[config.mk]
export PLATFORM = sky130hd
export DESIGN_NAME = node_port_arbiter
export DESIGN_NICKNAME = d
export VERILOG_FILES = /design/src/rtl/router_pkg.sv /design/src/rtl/rr_picker.sv /design/src/rtl/node_port_arbiter.sv
export SDC_FILE = /design/constraint.sdc
export NUM_CORES = 1
export LEC_CHECK = 0
export ABC_AREA = 1
export BUFFER_PORTS_ARGS = -buffer_cell sky130_fd_sc_hd__buf_2
export CAP_MARGIN = 25
export CORE_MARGIN = 10
export CORE_UTILIZATION = 45
export CTS_CLUSTER_DIAMETER = 100
export DETAILED_ROUTE_END_ITERATION = 16
export PLACE_DENSITY_LB_ADDON = 0.3
export SLEW_MARGIN = 20
export SYNTH_ARGS = -nofsm -noshare
export SYNTH_HDL_FRONTEND = slang
export SYNTH_SLANG_ARGS = --single-unit
[constraint.sdc]
create_clock -name Clk_R -period 3 [get_ports Clk_R]
set_input_delay 0.9 -clock Clk_R [delete_from_list [all_inputs] [get_ports Clk_R]]
set_output_delay 0.9 -clock Clk_R [all_outputs]
set_load 0.1 [all_outputs]
[src/rtl/router_pkg.sv]
// Shared router definitions: packet width, arbiter state encoding and
// stall counter width used by the node-side load port logic.
package router_pkg;

    localparam int PKT_W       = 29;
    localparam int STALL_CNT_W = 16;

    typedef enum logic [1:0] {
        IDLE    = 2'd0,
        WAIT    = 2'd1,
        RELEASE = 2'd2
    } arb_state_t;

endpackage

[src/rtl/rr_picker.sv]
// Combinational round-robin picker: first asserted request at or above ptr,
// wrapping around, found by rotating a doubled request vector.
module rr_picker #(
    parameter int N_REQ = 4,
    parameter int ID_W  = $clog2(N_REQ)
) (
    input  logic [N_REQ-1:0] req,
    input  logic [ID_W-1:0]  ptr,
    output logic             any,
    output logic [ID_W-1:0]  winner
);

    logic [2*N_REQ-1:0] dbl_s;
    logic [N_REQ-1:0]   rot_s;
    logic [ID_W-1:0]    off_s;
    logic [ID_W:0]      sum_s;

    // Rotate so ptr lands at bit 0, priority-encode, then undo the rotation.
    always_comb begin
        dbl_s = {req, req};
        rot_s = N_REQ'(dbl_s >> ptr);
        off_s = {ID_W{1'b0}};
        for (int i = N_REQ - 1; i >= 0; i--) begin
            off_s = rot_s[i] ? ID_W'(i) : off_s;
        end
        sum_s = {1'b0, ptr} + {1'b0, off_s};
        if (sum_s >= (ID_W+1)'(N_REQ)) begin
            winner = ID_W'(sum_s - (ID_W+1)'(N_REQ));
        end else begin
            winner = sum_s[ID_W-1:0];
        end
        any = |req;
    end

endmodule

[src/rtl/node_port_arbiter.sv]
// Shares the router core's node-side load port among N_REQ requesters with
// round-robin priority, a captured holding register and a sticky stall flag.
module node_port_arbiter #(
    parameter int   N_REQ       = 4,
    parameter int   PKT_W       = router_pkg::PKT_W,
    parameter int   STALL_LIMIT = 1024,
    localparam int  ID_W        = $clog2(N_REQ)
) (
    input  logic                   Clk_R,
    input  logic                   Rst,
    input  logic [N_REQ-1:0]       Req_Valid,
    input  logic [N_REQ*PKT_W-1:0] Req_Packet,
    output logic [N_REQ-1:0]       Req_Ack,
    output logic [PKT_W-1:0]       Packet_From_Node,
    output logic                   Packet_From_Node_Valid,
    input  logic                   Core_Load_Ack,
    output logic [ID_W-1:0]        Grant_Id,
    output logic                   Busy,
    output logic                   Stall_Err
);

    import router_pkg::*;

    arb_state_t             state_r;
    arb_state_t             next_state_s;
    logic [ID_W-1:0]        rr_ptr_r;
    logic [ID_W-1:0]        grant_r;
    logic [PKT_W-1:0]       pkt_r;
    logic                   valid_r;
    logic [N_REQ-1:0]       ack_r;
    logic                   busy_r;
    logic                   stall_r;
    logic [STALL_CNT_W-1:0] cnt_r;

    logic                   any_s;
    logic [ID_W-1:0]        winner_s;
    logic [PKT_W-1:0]       pkt_sel_s;
    logic                   load_s;
    logic                   done_s;
    logic [N_REQ-1:0]       ack_next_s;

    rr_picker #(
        .N_REQ (N_REQ),
        .ID_W  (ID_W)
    ) u_picker (
        .req    (Req_Valid),
        .ptr    (rr_ptr_r),
        .any    (any_s),
        .winner (winner_s)
    );

    // Select the winning requester's packet slice.
    always_comb begin
        pkt_sel_s = {PKT_W{1'b0}};
        for (int i = 0; i < N_REQ; i++) begin
            pkt_sel_s = (winner_s == ID_W'(i)) ? Req_Packet[i*PKT_W +: PKT_W] : pkt_sel_s;
        end
    end

    // State register.
    always_ff @(posedge Clk_R) begin
        if (Rst) begin
            state_r <= IDLE;
        end else begin
            state_r <= next_state_s;
        end
    end

    // Next-state logic; RELEASE always lasts exactly one cycle.
    always_comb begin
        next_state_s = state_r;
        case (state_r)
            IDLE: begin
                if (any_s) begin
                    next_state_s = WAIT;
                end else begin
                    next_state_s = IDLE;
                end
            end
            WAIT: begin
                if (Core_Load_Ack) begin
                    next_state_s = RELEASE;
                end else begin
                    next_state_s = WAIT;
                end
            end
            RELEASE: next_state_s = IDLE;
            default: next_state_s = IDLE;
        endcase
    end

    // Output decode: grant strobe, acceptance strobe and next acknowledge vector.
    always_comb begin
        load_s     = 1'b0;
        done_s     = 1'b0;
        ack_next_s = {N_REQ{1'b0}};
        case (state_r)
            IDLE: load_s = any_s;
            WAIT: begin
                done_s = Core_Load_Ack;
                if (Core_Load_Ack) begin
                    ack_next_s = {{(N_REQ-1){1'b0}}, 1'b1} << grant_r;
                end else begin
                    ack_next_s = {N_REQ{1'b0}};
                end
            end
            RELEASE: load_s = 1'b0;
            default: load_s = 1'b0;
        endcase
    end

    // Holding register, grant index, priority pointer and acknowledge outputs.
    always_ff @(posedge Clk_R) begin
        if (Rst) begin
            pkt_r    <= {PKT_W{1'b0}};
            grant_r  <= {ID_W{1'b0}};
            rr_ptr_r <= {ID_W{1'b0}};
            valid_r  <= 1'b0;
            ack_r    <= {N_REQ{1'b0}};
            busy_r   <= 1'b0;
        end else begin
            if (load_s) begin
                pkt_r   <= pkt_sel_s;
                grant_r <= winner_s;
                valid_r <= 1'b1;
            end else if (done_s) begin
                valid_r  <= 1'b0;
                rr_ptr_r <= (grant_r == ID_W'(N_REQ - 1)) ? {ID_W{1'b0}} : grant_r + ID_W'(1);
            end
            ack_r  <= ack_next_s;
            busy_r <= (next_state_s != IDLE);
        end
    end

    // Saturating stall counter and sticky stall flag; the transfer is never aborted.
    always_ff @(posedge Clk_R) begin
        if (Rst) begin
            cnt_r   <= {STALL_CNT_W{1'b0}};
            stall_r <= 1'b0;
        end else begin
            if (load_s) begin
                cnt_r <= {STALL_CNT_W{1'b0}};
            end else if (state_r == WAIT && cnt_r != {STALL_CNT_W{1'b1}}) begin
                cnt_r <= cnt_r + STALL_CNT_W'(1);
            end
            if (state_r == WAIT && cnt_r == STALL_CNT_W'(STALL_LIMIT)) begin
                stall_r <= 1'b1;
            end
        end
    end

    assign Packet_From_Node       = pkt_r;
    assign Packet_From_Node_Valid = valid_r;
    assign Req_Ack                = ack_r;
    assign Grant_Id               = grant_r;
    assign Busy                   = busy_r;
    assign Stall_Err              = stall_r;

endmodule

==> impl_metrics.ini, run 1 <==
[critical_path]
max_stage_delay_ns = 0.20
r2r.worst_path.cells = 17
worst_setup_path_end_kind = flip-flop
r2r-end = Packet_From_Node[5]$_SDFFE_PP0P_
worst-path-buf-inv = 3
critPathLaunchType = primary input
cpMaxStageDelayCell = sky130_fd_sc_hd__xnor2_1
crit_path_max_fanout = 15
reg2reg_slack_ns = 0.48
worst_ep_arrival_time_ns = 2.95
timing_worst_setup_path_type = primary input to flip-flop
crit_chain = buf_2, nand2_1, nand3_1, nand2_1, nand3_1, a21boi_0, ha_1, xnor2_1, inv_1, nand2_4, nand2_8, buf_12, nor2_8, nand2_1, nand3_1, nand2_1, nand2_1
path_delay_family = simple AND/OR/NAND/NOR gates
r2r_start = rr_ptr_r[0]$_SDFFE_PP0P_
critical_path_required_ns = 3.27
cp_common_cell = sky130_fd_sc_hd__nand2_1

[cts]
clockBufferDepth = 2
cts_tree = yes
post_cts_resize_count = 0
clkTransAtPathRegs_ns = 0.07
clock-sinks = 58
cts_hold_buffers = 0
clock_insertion_delay_worst_skew_ns = 0.33
numCtsBuffers = 9
cts_setup_buffers = 0
cts_root_buf = sky130_fd_sc_hd__clkbuf_8
h-tree-depth = 3

[die]
die_h_um = 108.6
floorplan.die_area_mm2 = 0.01178
initial_core_util = 0.4590
num_io_pins = 161
rows = 32
die_outline_width_um = 108.6
floorplan.core_area_mm2 = 0.007687

[logic_synthesis]
post_synth_num_cell_types = 31
ys_warns = 0
syn_area_mm2 = 0.003528
ys_seq_area_frac = 0.3291
syn_avg_cell_area_um2 = 6.346
synth-seq-cells = 58
postSynthNetCount = 683
syn-instance-count = 556

[cells_and_area]
layout.cells.most_common = sky130_fd_sc_hd__nand2_1
areaGrowthSynthToFinish_pct = 32.70
multi_input_area_mm2 = 0.001956
fillers = 789
diodes = 0
finalNonFillerCells = 821
design_area_mm2 = 0.004682
nNetsFinal = 842
commonest_cells_after_routing_fill_and_taps_aside = sky130_fd_sc_hd__nand2_1 (173), sky130_fd_sc_hd__buf_2 (160), sky130_fd_sc_hd__inv_1 (67)
ff_latch_area_mm2 = 0.001161
final_layout_size_suffix_gt1_frac = 0.2879

[routing]
dr.pass1.iters = 5
routed_wirelength_um = 11700
final_antenna_net_count = 0
routed_wire_length_per_instance_um = 14.25
remaining_drc_errors = 0
route.detailed.vias_per_inst = 5.037
route.vias.total = 4135
detailedRoute.firstIterationViolations = 227

[sta]
maxClockFrequency_ghz = 0.3727
timing.final.setup_violations = 0
layout_min_cycle_time_ns = 2.683
finalHoldWorstSlack_ns = 0.4504
rsz0062_at_grt = false
tightestPinTransition_ns = 0.5180
drv_slew = 0
timing.setup.tns_ns = 0
slew_headroom = 0.6570
timing.clock.skew_ns = 0.008618
final_min_period_over_clock_period = 0.8943
timing_hold_violations_final = 0

[placed_design]
place_area_mm2 = 0.004478
globalplace.congestion = 0.8932
dp_cells = 806
port_buffers = 160
dp_hpwl_um = 9417

[global_routing]
maximum_number_of_pins_on_one_net_before_global_route_repair = 24
grt_antenna_before_repair = 2
grt_pass1_vias = 4105
grt_pass1_wl_um = 18950
grt_overflow_total = 0
grt_usage = 0.1969

[power]
max-vdd-ir-drop_uv = 469.4
finalPower_uw = 3327
power.density_mw_per_mm2 = 710.7
static_power_due_to_leakage_uw = 0.002525

[worst_hold_path]
min_delay_path_depth = 2
hold_wc_path_type = flip-flop to flip-flop
hold_path.startpoint = Packet_From_Node[3]$_SDFFE_PP0P_
worstHoldEndpoint = Packet_From_Node[3]$_SDFFE_PP0P_

[job]
drv_cap = 0

[outcome]
run_status = finished clean
## power breakdown
group	total (uW)	switching, uW	internal (uW)	leakage [uW]
clock network	744	298	446	0.000106
registers	931	59.3	871	0.000475
logic	1650	1240	410	0.00194
## cells by family after synthesis
logic type	Yosys count	share of synthesized area
AO/OA/AOI/OAI	75	0.1099
XOR/XNOR	6	0.01489
adder cells (fa/ha/maj)	4	0.01418
AND/OR/NAND/NOR	315	0.4145
flip-flops	58	0.3291
buffers and inverters	98	0.1174
## state kept, by name, indices dropped and copies added (netlist names)
signal,flops
state_r,2
Packet_From_Node_Valid,1
cnt_r,16
Grant_Id,2
Packet_From_Node,29
Busy,1
rr_ptr_r,2
Stall_Err,1
Req_Ack,4
## cells in the mapped netlist (all sizes together)
cell type    n  share of area
buf         14          0.028
nand2      179           0.20
xor2         4         0.0099
nand3b       6          0.013
xnor2        2         0.0050
nor3        10          0.014
ha           4          0.014
clkbuf      12          0.013
nand3       59          0.087
or2          6          0.011
a21oi       16          0.023
nor4         2         0.0035
a211oi       1         0.0021
dfxtp       58           0.33
a21boi       1         0.0021
nand4       27          0.048
o21ai       54          0.077
a22oi        2         0.0043
inv         70          0.074
o21a         1         0.0021
nor2        26          0.037
clkinv       2         0.0021
## metrics by stage
step           utilization  setup WS [ns]
2_1_floorplan            -         0.2425
3_3_place_gp        0.5806        0.09936
3_5_place_dp        0.5825      -0.009513
4_1_cts             0.6090         0.3215
5_1_grt             0.6090         0.1415
6_report            0.6090         0.3170
## layout make-up
cell class | count | area share
Timing Repair Buffer | 174 | 0.2058
Clock buffer | 13 | 0.03608
Multi-Input combinational cell | 400 | 0.4177
Inverter | 72 | 0.05772
Clock inverter | 2 | 0.007483
Sequential cell | 58 | 0.2480
Tap cell | 102 | 0.02726
## worst reg2reg max path, delay by kind of cell, from the launching register on
| family | cells | cell delay, ns |
|---|---|---|
| AND/OR/NAND/NOR | 11 | 1.05 |
| flip-flops | 1 | 0.45 |
| buffers and inverters | 3 | 0.40 |
| XOR/XNOR | 1 | 0.20 |
| adder cells (fa/ha/maj) | 1 | 0.19 |
| AO/OA/AOI/OAI | 1 | 0.18 |
## worst max path at each step
stage	start	endpoint	slack (ns)	depth (start not counted)
floorplan	Req_Valid[1]	Packet_From_Node[20]$_SDFFE_PP0P_	0.24	14
global placement	Req_Valid[1]	Packet_From_Node[5]$_SDFFE_PP0P_	0.1	17
detailed placement	Req_Valid[1]	Packet_From_Node[5]$_SDFFE_PP0P_	-0.01	17
CTS	Req_Valid[1]	Packet_From_Node[5]$_SDFFE_PP0P_	0.32	17
global route	Req_Valid[1]	Packet_From_Node[6]$_SDFFE_PP0P_	0.14	16
finish	Req_Valid[1]	Packet_From_Node[5]$_SDFFE_PP0P_	0.32	17
## routing by layer
layer / share of wire / wire length (um) / vias up / GRT usage
met3: 0.096 / 1125 / 11 / 0.08269
li1: - / - / 2124 / -
met2: 0.50 / 5837 / 144 / 0.3539
met4: 0.0088 / 103 / 2 / 0.04426
met1: 0.39 / 4617 / 1854 / 0.2097
met5: 0.0011 / 13 / - / 0
Power figures use the tool's default switching activity.
==> run 2: changes to the inputs <==
CORE_UTILIZATION = 30   (was 45)
RECOVER_POWER = 100   (was default)
==> impl_metrics.ini, run 2 (synthesis results as in run 1) <==
[global_routing]
grt_pass1_vias = 4457
grt_pass1_wl_um = 20800
grt_antenna_before_repair = 2
grt_overflow_total = 0
maximum_number_of_pins_on_one_net_before_global_route_repair = 37
grt_usage = 0.1545

[cts]
clkTransAtPathRegs_ns = 0.05
cts_tree = yes
cts_hold_buffers = 0
numCtsBuffers = 9
clock-sinks = 58
h-tree-depth = 3
cts_setup_buffers = 0
cts_root_buf = sky130_fd_sc_hd__clkbuf_16
clock_insertion_delay_worst_skew_ns = 0.33
post_cts_resize_count = 0
clockBufferDepth = 2

[placed_design]
dp_hpwl_um = 10380
port_buffers = 160
dp_cells = 848
place_area_mm2 = 0.004508
globalplace.congestion = 0.8869

[worst_hold_path]
hold_wc_path_type = flip-flop to flip-flop

[cells_and_area]
finalNonFillerCells = 864
commonest_cells_after_routing_fill_and_taps_aside = sky130_fd_sc_hd__nand2_1 (174), sky130_fd_sc_hd__buf_2 (120), sky130_fd_sc_hd__inv_1 (67)
largest_reg_flops = 29
nNetsFinal = 843
areaGrowthSynthToFinish_pct = 35.50
diodes = 0
final_layout_size_suffix_gt1_frac = 0.2316
final_core_utilization = 0.4169
design_area_mm2 = 0.004781
layout.cells.most_common = sky130_fd_sc_hd__nand2_1

[routing]
routed_wirelength_um = 12780
dr.pass1.iters = 4
route.vias.total = 4183
detailedRoute.firstIterationViolations = 188
route.detailed.vias_per_inst = 4.841
remaining_drc_errors = 0
routed_wire_length_per_instance_um = 14.79
final_antenna_net_count = 0

[sta]
timing.final.setup_violations = 0
timing_hold_violations_final = 0
final_min_period_over_clock_period = 0.9138
maxClockFrequency_ghz = 0.3648
rsz0062_at_grt = false
drv_slew = 0
layout_min_cycle_time_ns = 2.741
finalHoldWorstSlack_ns = 0.4490
slew_headroom = 0.1655
timing.clock.skew_ns = 0.004961
tightestPinTransition_ns = 1.257

[die]
die_h_um = 128.5
floorplan.die_area_mm2 = 0.01650
floorplan.core_area_mm2 = 0.01147
initial_core_util = 0.3077
die_outline_width_um = 128.5
num_io_pins = 161
rows = 39

[power]
power.density_mw_per_mm2 = 781.8
static_power_due_to_leakage_uw = 0.002422
max-vdd-ir-drop_uv = 334.0
finalPower_uw = 3738

[job]
drv_cap = 0

[critical_path]
worst_setup_path_end_kind = flip-flop
critPathLaunchType = primary input
critical_path_required_ns = 3.21
worst_ep_arrival_time_ns = 2.95
timing_worst_setup_path_type = primary input to flip-flop
crit_path_max_fanout = 15

[outcome]
run_status = finished clean
-- run 2: cell types whose count changed in the layout (fill, tap and decap cells not counted), sizes merged --
cell / delta
clkbuf: +44
bufinv: +2
buf: -45
clkinv: +1
-- run 2: critical path, cell delays in order --
cell                       delay [ns]
sky130_fd_sc_hd__clkbuf_1        0.11
sky130_fd_sc_hd__nand2_1         0.09
sky130_fd_sc_hd__nand3_1         0.11
sky130_fd_sc_hd__nand2_1         0.08
sky130_fd_sc_hd__nand3_1         0.08
sky130_fd_sc_hd__a21boi_0        0.09
sky130_fd_sc_hd__ha_1            0.20
sky130_fd_sc_hd__xnor2_1         0.30
sky130_fd_sc_hd__nand3_4         0.15
sky130_fd_sc_hd__nand2_8         0.16
sky130_fd_sc_hd__nand2_4         0.13
sky130_fd_sc_hd__buf_4           0.18
sky130_fd_sc_hd__o21ai_0         0.20
sky130_fd_sc_hd__inv_1           0.06
sky130_fd_sc_hd__nand2_1         0.07
sky130_fd_sc_hd__nand2_1         0.04
-- run 2: final timing paths --
kind                                       endpoint  depth (start not counted)  slack, ns                        startpoint
hold reg to reg    Packet_From_Node[8]$_SDFFE_PP0P_                          2       0.45  Packet_From_Node[8]$_SDFFE_PP0P_
setup reg to reg  Packet_From_Node[28]$_SDFFE_PP0P_                         16       0.41          rr_ptr_r[0]$_SDFFE_PP0P_
hold / removal     Packet_From_Node[8]$_SDFFE_PP0P_                          2       0.45  Packet_From_Node[8]$_SDFFE_PP0P_
setup / recovery  Packet_From_Node[28]$_SDFFE_PP0P_                         16       0.26                      Req_Valid[1]
-- run 2: where the power goes --
part           leakage [uW]  internal (uW)  total, uW  switching, uW
combinational       0.00177            352       1600           1240
clock              0.000176            853       1200            352
sequential         0.000475            873        938           64.8
-- run 2: per-layer routing --
layer / wire [um] / share of wire / GRT usage
met2: 6360 / 0.50 / 0.2761
met1: 4869 / 0.38 / 0.1516
met3: 1283 / 0.10 / 0.07474
met4: 234 / 0.018 / 0.05629
met5: 27 / 0.0021 / 0
-- run 2: stage by stage --
step           setup slack (ns)  TNS (ns)
5_1_grt                 0.06897         0
6_report                 0.2586         0
3_3_place_gp            0.05732         0
3_5_place_dp           -0.02598   -0.1009
2_1_floorplan            0.2425         0
4_1_cts                  0.3084         0
-- run 2: final cells by class --
type	instances	area, um2
multi-input cells	400	1953
repair buffers	175	864.6
flip-flops and latches	58	1161
well taps	143	178.9
fillers	1227	6686
inverters	72	270.3
clock buffers	11	252.7
clock inverters	5	100.1
